File: src/rtl/fetch_unit_pkg.sv
// Shared encodings for the instruction fetch stage.
package fetch_unit_pkg;

    // Decoder PC select encodings; 2'b11 behaves like PC_PLUS4.
    localparam logic [1:0] PC_PLUS4  = 2'b00;
    localparam logic [1:0] PC_TARGET = 2'b01;
    localparam logic [1:0] PC_HOLD   = 2'b10;

    localparam logic [6:0]  OPC_HALT         = 7'b1111111;
    localparam logic [31:0] DEFAULT_NOP_INST = 32'h0000_0013;  // addi x0,x0,0

    typedef enum logic [1:0] {
        StIdle,
        StFetch,
        StDrain,
        StHalt
    } fetch_state_e;

endpackage

File: src/rtl/fetch_unit_if.sv
// Instruction memory request/response bus.
interface fetch_unit_if;
    logic        req;
    logic [31:0] addr;
    logic        ready;
    logic [31:0] rdata;

    modport master (output req, output addr, input ready, input rdata);
    modport slave  (input req, input addr, output ready, output rdata);
endinterface

File: src/rtl/fetch_skid_buffer.sv
// One-entry {inst, pc} buffer catching a word that returns while decode is stalled.
module fetch_skid_buffer (
    input  logic        clk,
    input  logic        rst_n,
    input  logic        load,
    input  logic        pop,
    input  logic        clear,
    input  logic [31:0] in_inst,
    input  logic [31:0] in_pc,
    output logic        hold_valid,
    output logic [31:0] hold_inst,
    output logic [31:0] hold_pc
);

    logic        valid_q;
    logic [31:0] inst_q;
    logic [31:0] pc_q;

    // Clear beats load beats pop; data is only captured on load.
    always_ff @(posedge clk or negedge rst_n) begin
        if (!rst_n) begin
            valid_q <= 1'b0;
            inst_q  <= '0;
            pc_q    <= '0;
        end else if (clear) begin
            valid_q <= 1'b0;
        end else if (load) begin
            valid_q <= 1'b1;
            inst_q  <= in_inst;
            pc_q    <= in_pc;
        end else if (pop) begin
            valid_q <= 1'b0;
        end
    end

    assign hold_valid = valid_q;
    assign hold_inst  = inst_q;
    assign hold_pc    = pc_q;

endmodule

File: src/rtl/fetch_unit.sv
// Instruction fetch stage: PC, imem handshake, IF/ID register, redirect drain and halt.
module fetch_unit
    import fetch_unit_pkg::*;
#(
    parameter logic [31:0] RESET_PC = 32'h0000_0000,
    parameter logic [31:0] NOP_INST = DEFAULT_NOP_INST
) (
    input  logic                clk,
    input  logic                rst_n,
    input  logic [1:0]          pc_src,
    input  logic [31:0]         target,
    input  logic                stall,
    fetch_unit_if.master        imem,
    output logic [31:0]         inst,
    output logic [31:0]         inst_pc,
    output logic                inst_valid,
    output logic                halted
);

    fetch_state_e state_q;
    logic [31:0]  pc_q;
    logic [31:0]  redir_pc_q;
    logic [31:0]  inst_q;
    logic [31:0]  inst_pc_q;
    logic         inst_valid_q;
    logic         halted_q;

    logic         hold_valid;
    logic [31:0]  hold_inst;
    logic [31:0]  hold_pc;

    logic         redirect;
    logic         eff_stall;
    logic         req;
    logic         xfer;
    logic         in_fetch;
    logic         wr_en;
    logic [31:0]  wr_inst;
    logic [31:0]  wr_pc;

    // Request, transfer and IF/ID write-source decode.
    always_comb begin
        redirect  = (pc_src == PC_TARGET);
        eff_stall = stall | (pc_src == PC_HOLD);
        in_fetch  = (state_q == StFetch);
        req       = (in_fetch && !hold_valid) || (state_q == StDrain);
        xfer      = req & imem.ready;
        wr_en     = 1'b0;
        wr_inst   = hold_inst;
        wr_pc     = hold_pc;
        if (in_fetch && !redirect && !eff_stall) begin
            if (hold_valid) begin
                wr_en = 1'b1;
            end else if (xfer) begin
                wr_en   = 1'b1;
                wr_inst = imem.rdata;
                wr_pc   = pc_q;
            end
        end
    end

    fetch_skid_buffer u_skid (
        .clk        (clk),
        .rst_n      (rst_n),
        .load       (in_fetch && !redirect && eff_stall && xfer),
        .pop        (in_fetch && !redirect && !eff_stall && hold_valid),
        .clear      (in_fetch && redirect),
        .in_inst    (imem.rdata),
        .in_pc      (pc_q),
        .hold_valid (hold_valid),
        .hold_inst  (hold_inst),
        .hold_pc    (hold_pc)
    );

    // Fetch FSM with PC, redirect latch and IF/ID register.
    always_ff @(posedge clk or negedge rst_n) begin
        if (!rst_n) begin
            state_q      <= StIdle;
            pc_q         <= RESET_PC;
            redir_pc_q   <= RESET_PC;
            inst_q       <= NOP_INST;
            inst_pc_q    <= '0;
            inst_valid_q <= 1'b0;
            halted_q     <= 1'b0;
        end else begin
            unique case (state_q)
                StIdle: state_q <= StFetch;
                StFetch: begin
                    if (redirect) begin
                        inst_q       <= NOP_INST;
                        inst_valid_q <= 1'b0;
                        if (req && !imem.ready) begin
                            state_q    <= StDrain;
                            redir_pc_q <= target;
                        end else begin
                            pc_q <= target;
                        end
                    end else begin
                        if (xfer) pc_q <= pc_q + 32'd4;
                        if (wr_en) begin
                            inst_q       <= wr_inst;
                            inst_pc_q    <= wr_pc;
                            inst_valid_q <= 1'b1;
                            if (wr_inst[6:0] == OPC_HALT) begin
                                state_q  <= StHalt;
                                halted_q <= 1'b1;
                            end
                        end else if (!eff_stall) begin
                            // Nothing arrived: present a bubble rather than repeat the word.
                            inst_valid_q <= 1'b0;
                        end
                    end
                end
                StDrain: begin
                    if (redirect) redir_pc_q <= target;
                    if (xfer) begin
                        pc_q    <= redirect ? target : redir_pc_q;
                        state_q <= StFetch;
                    end
                end
                StHalt: ;
            endcase
        end
    end

    assign imem.req   = req;
    assign imem.addr  = pc_q;
    assign inst       = inst_q;
    assign inst_pc    = inst_pc_q;
    assign inst_valid = inst_valid_q;
    assign halted     = halted_q;

endmodule

File: src/flat_wrapper.sv
// flat-port wrapper written by rule: the top's interface ports become plain ports
module fetch_unit_flat import fetch_unit_pkg::*;
#(
    parameter logic [31:0] RESET_PC = 32'h0000_0000,
    parameter logic [31:0] NOP_INST = DEFAULT_NOP_INST
)
  (clk, rst_n, pc_src, target, stall, inst, inst_pc, inst_valid, halted, imem_req, imem_addr, imem_ready, imem_rdata);
  fetch_unit_if imem_i ();
  input  logic clk;
  input  logic rst_n;
  input  logic [1:0] pc_src;
  input  logic [31:0] target;
  input  logic stall;
  output logic [31:0] inst;
  output logic [31:0] inst_pc;
  output logic inst_valid;
  output logic halted;
  output wire logic [$bits(imem_i.req)-1:0] imem_req;
  output wire logic [$bits(imem_i.addr)-1:0] imem_addr;
  input wire logic [$bits(imem_i.ready)-1:0] imem_ready;
  input wire logic [$bits(imem_i.rdata)-1:0] imem_rdata;
  assign imem_req = imem_i.req;
  assign imem_addr = imem_i.addr;
  assign imem_i.ready = imem_ready;
  assign imem_i.rdata = imem_rdata;
  fetch_unit #(.RESET_PC(RESET_PC), .NOP_INST(NOP_INST)) u_core (.clk(clk), .rst_n(rst_n), .pc_src(pc_src), .target(target), .stall(stall), .imem(imem_i), .inst(inst), .inst_pc(inst_pc), .inst_valid(inst_valid), .halted(halted));
endmodule
File: config.mk
export PLATFORM = sky130hd
export DESIGN_NAME = fetch_unit_flat
export DESIGN_NICKNAME = d
export VERILOG_FILES = /design/src/rtl/fetch_unit_pkg.sv /design/src/rtl/fetch_unit_if.sv /design/src/rtl/fetch_skid_buffer.sv /design/src/rtl/fetch_unit.sv /design/src/flat_wrapper.sv
export SDC_FILE = /design/constraint.sdc
export NUM_CORES = 1
export LEC_CHECK = 0
export ABC_CLOCK_PERIOD_IN_PS = 4820
export CAP_MARGIN = 20
export CORE_MARGIN = 4
export CORE_UTILIZATION = 35
export DETAILED_ROUTE_END_ITERATION = 8
export HOLD_SLACK_MARGIN = 0.03
export MAX_ROUTING_LAYER = met4
export PLACE_DENSITY_LB_ADDON = 0.3
export SLEW_MARGIN = 40
export SYNTH_ARGS = -nofsm -noshare
export SYNTH_HDL_FRONTEND = slang
export SYNTH_SLANG_ARGS = --single-unit
File: constraint.sdc
create_clock -name clk -period 4.82 [get_ports clk]
set_input_delay 0.964 -clock clk [delete_from_list [all_inputs] [get_ports clk]]
set_output_delay 0.964 -clock clk [all_outputs]
set_load 0.005 [all_outputs]
==> qor.yml, run 1 <==
run_status: "finished clean"
yosysTopAreaCell: "dfrtp_1"
via_per_inst: 5.465
dpl.hpwl_mm: 17.22
tightest_slew_ps: 826.7
core_mm2: 0.02540
grt-ovfl-total: 0
post_synth.cell_area_avg_um2: 10.19
h-tree-depth: 4
gp_congestion: 0.8177
synth_nets: 970
port_buffers: 168
synth.distinct_cells: 54
multiInputGateArea_mm2: 0.003908
ant_nets: 0
grt_max_degree: 113
clkTransAtPathRegs_ps: 70
arrival_ps: 2470
start_util_pct: 35.94
grt.total_usage_pct: 18.22
stdcell_count: 1373
postLayoutCellArea_mm2: 0.01170
rsz0062_at_grt: "false"
num-nets-final: 1105
place_inst: 1342
post_cts_buffers: 0
dpl-instance-area_mm2: 0.01113
synth-seq-cells: 197
worst_slack_ps: 1387
slew_headroom_pct: 44.88
cts-root-buf: "clkbuf_16"
cts_buffer_depth: 2
min_period_over_period_pct: 71.23
synth_area_mm2: 0.009128
dieArea_mm2: 0.02873
p_per_area_mw_per_mm2: 606.5
antennaDiodeCount: 0
yosys-top-cells-area: "dfrtp_1, mux2_2, nand2_1"
totalWireLength_mm: 25.68
synth_most_common_cell: "dfrtp_1"
ff_latch_area_mm2: 0.004933
areaGrowthSynthToFinish_pct: 28.13
pre_cts_ws_ps: 1204
die_w_um: 169.5
worstPathMaxFanout: 27
slew_violations: 0
clk_latency_ps: 430
antenna_found_initial: 0
hold_ws_ps: 459.6
synth-warning-count: 0
synth_top_area_share_pct: 53.19
first_global_vias: 7166
cts_tree: "built"
min_path_type: "reg -> reg"
ir_drop_uv: 237.0
synth_edf_count: 0
setup_tns_ps: 0
grt_first_pass_wirelength_mm: 40.56
drt-initial-drc-count: 615
drc: 0
max-cap-violations: 0
wl_per_cell_um: 18.70
fillCellCount: 2433
io_pins: 169
criticalPathCategory: "reg -> out"
endpoint_kind: "output pin"
firstDrtPassIters: 5
cts_sinks: 197
crit_required_ps: 3860
synthCells: 896
num_vias: 7504
rows: 58
synth_ff_type: "dfrtp_1"
p_leak_nw: 4.824
finalHoldViolCount: 0
die_h_um: 169.5
fmax_mhz: 291.3
min_period_ps: 3433
cts_buffers: 17
ys_async_sr_fraction_pct: 100.0
synth.yosys.seq_area_share_pct: 54.05
clock_skew_ps: 13.89
drive_gt1_share_pct: 15.53
synth_common_cells: "dfrtp_1, nand2_1, mux2_2"
crit_path_start_kind: "flip-flop"
cts_repair_resize_count: 0
setup_violations: 0
ctsHoldBuffers: 0
==> metal layers <==
metal	GRT usage [%]	share of wire (%)	up-vias
met2	27.68	46	228
met4	3.920	1.1	0
met1	25.63	47	3764
met3	3.494	5.6	18
li1	-	-	3494
met5	-	0	-
==> logic make-up (layout without fill, tap and decap cells) <==
family | after synthesis | count (layout) | synth area share [%]
AND/OR/NAND/NOR | 291 | 291 | 14.48
AO/OA/AOI/OAI | 220 | 220 | 14.89
buffers and inverters | 82 | 229 | 3.537
multiplexers | 102 | 102 | 12.50
adder cells (fa/ha/maj) | 4 | 4 | 0.5483
flip-flops | 197 | 197 | 54.05
==> worst paths after layout <==
check                                          from  slack, ps              end  depth (start not counted)
hold / removal                       u_core.inst[0]        460   u_core.inst[0]                          2
max in group asynchronous                     rst_n       3460  u_core.inst[10]                          2
setup reg to reg                  u_core.state_q[1]       1730   u_core.inst[7]                          7
min in group asynchronous                     rst_n        470  u_core.inst[12]                          1
setup / recovery           u_core.u_skid.hold_valid       1390         imem_req                          3
hold reg to reg                      u_core.inst[0]        460   u_core.inst[0]                          2
==> area by class of cell <==
type                            instances  area share (%)
Clock buffer                           20           3.905
Clock inverter                         11          0.8773
Inverter                               14          0.4493
Tap cell                              330           3.531
Timing Repair Buffer                  184           15.64
Multi-Input combinational cell        617           33.41
Sequential cell                       197           42.18
==> critical path: stages, from the launching register on <==
cell	delay, ps
dfrtp_1	450
clkinv_1	680
a21o_1	420
clkdlybuf4s50_1	490
==> flip-flops by register name, summed over array words and instances, names as in the netlist <==
name	count
u_core.imem.addr	32
u_core.inst	32
u_core.redir_pc_q	32
u_core.u_skid.hold_valid	1
u_core.state_q	2
u_core.u_skid.hold_inst	32
u_core.inst_pc	32
u_core.inst_valid	1
u_core.halted	1
u_core.u_skid.hold_pc	32
==> through the flow <==
step	power (W)	utilization, %
2_1_floorplan	0.004399	-
3_3_place_gp	0.005686	43.79
3_5_place_dp	0.005774	43.83
4_1_cts	0.007172	46.03
5_1_grt	0.007620	46.04
6_report	0.007093	46.04
==> cell usage in the layout (no fill, tap or decap), types with 18 or more instances in the layout <==
cell type	netlist	layout
a21oi_1	31	30
a31oi_1	43	43
clkdlybuf4s50_1	0	167
nand3_1	19	19
dfrtp_1	194	194
nand2_1	147	146
nor2_1	53	53
o21ai_0	68	67
mux2_2	96	96
o22ai_1	34	34
clkbuf_16	0	18
==> power by group <==
group          total [W]  leakage [nW]  switching, W  internal, W
Combinational    0.00263          2.16       0.00116      0.00147
Clock            0.00138         0.269      0.000642     0.000740
Sequential       0.00309          2.40      0.000650      0.00243
No activity file was read; power rests on OpenSTA's default activity.
==> inputs of run 2 (changes only) <==
--- a/config.mk
+++ b/config.mk
@@ -5,7 +5,7 @@
 export SDC_FILE = /design/constraint.sdc
 export NUM_CORES = 1
 export LEC_CHECK = 0
-export ABC_CLOCK_PERIOD_IN_PS = 4820
+export ABC_CLOCK_PERIOD_IN_PS = 3400
 export CAP_MARGIN = 20
 export CORE_MARGIN = 4
 export CORE_UTILIZATION = 35
==> constraint.sdc (replaced) <==
create_clock -name clk -period 3.4 [get_ports clk]
set_input_delay 0.68 -clock clk [delete_from_list [all_inputs] [get_ports clk]]
set_output_delay 0.68 -clock clk [all_outputs]
set_load 0.005 [all_outputs]
==> run 2 against run 1 <==
- total power rose by 43%
- die area did not move
- worst hold slack got worse by 230 ps
- final area rose by 0.79%
- highest routed layer unchanged
- cell count rose by 0.66%
- via count fell by 0.53%
- sequential share of layout area fell by 0.33 points
- clock skew rose by 4.7 ps
==> qor.yml, run 2 (synthesis gave the netlist of run 1 again) <==
criticalPathCategory: "reg -> out"
endpoint_kind: "output pin"
dpl.hpwl_mm: 16.97  # -1.4%
start_util_pct: 35.94  # unchanged
cts-root-buf: "clkbuf_16"
gp_congestion: 0.8250  # +0.89%
totalWireLength_mm: 25.45  # -0.88%
layout_commonest_cell: "dfrtp_1"
ctsHoldBuffers: 0  # unchanged
cts_buffers: 17  # unchanged
setup_violations: 0  # unchanged
r2r_cells: 7  # unchanged
min_path_type: "in -> async"
postLayoutCellArea_mm2: 0.01179  # +0.79%
power.total_w: 0.01012  # +43%
drt-initial-drc-count: 597  # -2.9%
antenna_found_initial: 0  # unchanged
dpl-instance-area_mm2: 0.01122  # +0.78%
clock_skew_ps: 18.57  # +4.684 ps
areaGrowthSynthToFinish_pct: 29.14
ir_drop_uv: 353.4  # +49%
max-cap-violations: 0  # unchanged
run_status: "finished clean"
first_global_vias: 7122  # -0.61%
grt-ovfl-total: 0  # unchanged
arrival_ps: 2160  # -310 ps
post_cts_buffers: 0  # unchanged
min_period_over_period_pct: 83.67
pwr-share-clk_pct: 19.4  # about the same
slew_headroom_pct: 55.26  # +10 points
cts_sinks: 197  # unchanged
wl_per_cell_um: 18.42  # -1.5%
via_per_inst: 5.401  # -1.2%
p_sw_share_pct: 34.52  # about the same
antennaDiodeCount: 0  # unchanged
p_leak_nw: 4.860  # +0.74%
min_period_ps: 2845
internal_power_w: 0.006629  # +43%
fillCellCount: 2379  # -2.2%
p_per_area_mw_per_mm2: 858.8  # +42%
ant_nets: 0  # unchanged
power_frac_seq_pct: 43.0  # -0.5 points
wl_met2_mm: 11.70  # -1.3%
die_h_um: 169.5  # unchanged
setup_tns_ps: 0  # unchanged
slew_violations: 0  # unchanged
dr.max_layer_used: "met4"
cts_tree: "built"
crit_required_ps: 2720  # -1140 ps
firstDrtPassIters: 5  # unchanged
power_frac_comb_pct: 37.5  # +0.5 points
tightest_slew_ps: 669.4  # -157.3 ps
grt_max_degree: 71  # -37%
p_sw_w: 0.003494  # +43%
hold_ws_ps: 227.1  # -232.5 ps
drt-met1-wl_mm: 11.84  # -2.3%
h-tree-depth: 4  # unchanged
die_w_um: 169.5  # unchanged
num_vias: 7464  # -0.53%
rows: 58  # unchanged
crit_path_start_kind: "flip-flop"
fmax_mhz: 351.5
cts_buffer_depth: 2  # unchanged
worstPathMaxFanout: 15  # -44%
drc: 0  # unchanged
io_pins: 169  # unchanged
grt.total_usage_pct: 18.16  # -0.058 points
port_buffers: 168  # unchanged
drive_gt1_share_pct: 16.16  # +0.63 points
clk_latency_ps: 440  # about the same
rsz0062_at_grt: "false"
finalHoldViolCount: 0  # unchanged
post-route-util_pct: 46.41  # +0.36 points
grt_first_pass_wirelength_mm: 40.23  # -0.82%
cts_repair_resize_count: 0  # unchanged
mostFrequentLayoutCells: "dfrtp_1, clkdlybuf4s50_1, nand2_1"
clkTransAtPathRegs_ps: 70  # about the same
dieArea_mm2: 0.02873  # unchanged
met3WireLength_mm: 1.683  # +18%
core_mm2: 0.02540  # unchanged
num-nets-final: 1113  # +0.72%
==> run 2: cell types whose count changed in the layout (fill, tap and decap cells not counted) <==
cell        before  now
buf_12           1    4
buf_4           15   20
clkbuf_16       18   17
clkinv_2         3    1
clkinv_4         2    4
clkinvlp_4       3    5
nand2_1        146  147
nand2_2          1    0
==> run 2: final timing paths <==
check	from	to	slack (ps)
setup / recovery	u_core.state_q[1]	imem_req	560
hold / removal	rst_n	u_core.inst[14]	230
setup reg to reg	u_core.state_q[1]	u_core.state_q[1]	830
hold reg to reg	u_core.inst[0]	u_core.inst[0]	480
max in group asynchronous	rst_n	u_core.redir_pc_q[10]	2370
min in group clk	u_core.inst[0]	u_core.inst[0]	480
==> run 2: per-stage QoR <==
step | setup slack, ps | std cells
after floorplan | 926.2 | 896
after global placement | 551.6 | 1350
final | 555.2 | 1382
after CTS | 557.1 | 1382
after global routing | 432.3 | 1382
after detailed placement | 501.4 | 1350
==> run 2: power by group through the flow <==
stage | clock network [W] | registers (W) | logic [W]
floorplan | 0 | 0.00414 | 0.00210
global placement | 0 | 0.00436 | 0.00376
detailed placement | 0 | 0.00441 | 0.00384
CTS | 0.00202 | 0.00437 | 0.00385
global route | 0.00213 | 0.00453 | 0.00422
finish | 0.00197 | 0.00436 | 0.00380
==> run 2: worst max-delay path, stage by stage (launching register included) <==
cell and delay (ps):
dfrtp_1 410, inv_1 90, ha_1 450, a21o_1 240, clkdlybuf4s50_1 550
==> run 2: final cells by class <==
type                    instances  area [µm²]  area share [%]
flip-flops and latches        197        4933           41.85
multi-input cells             617        3905           33.13
inverters                      14       52.55          0.4458
clock buffers                  19       442.9           3.758
well taps                     330       412.9           3.503
clock inverters                13       125.1           1.061
repair buffers                192        1916           16.25
==> run 2: metal layers <==
layer	GRT usage (%)	vias to the layer above
met2	27.37	277
met5	-	-
met3	4.333	15
met1	25.44	3673
met4	3.290	0
li1	-	3499
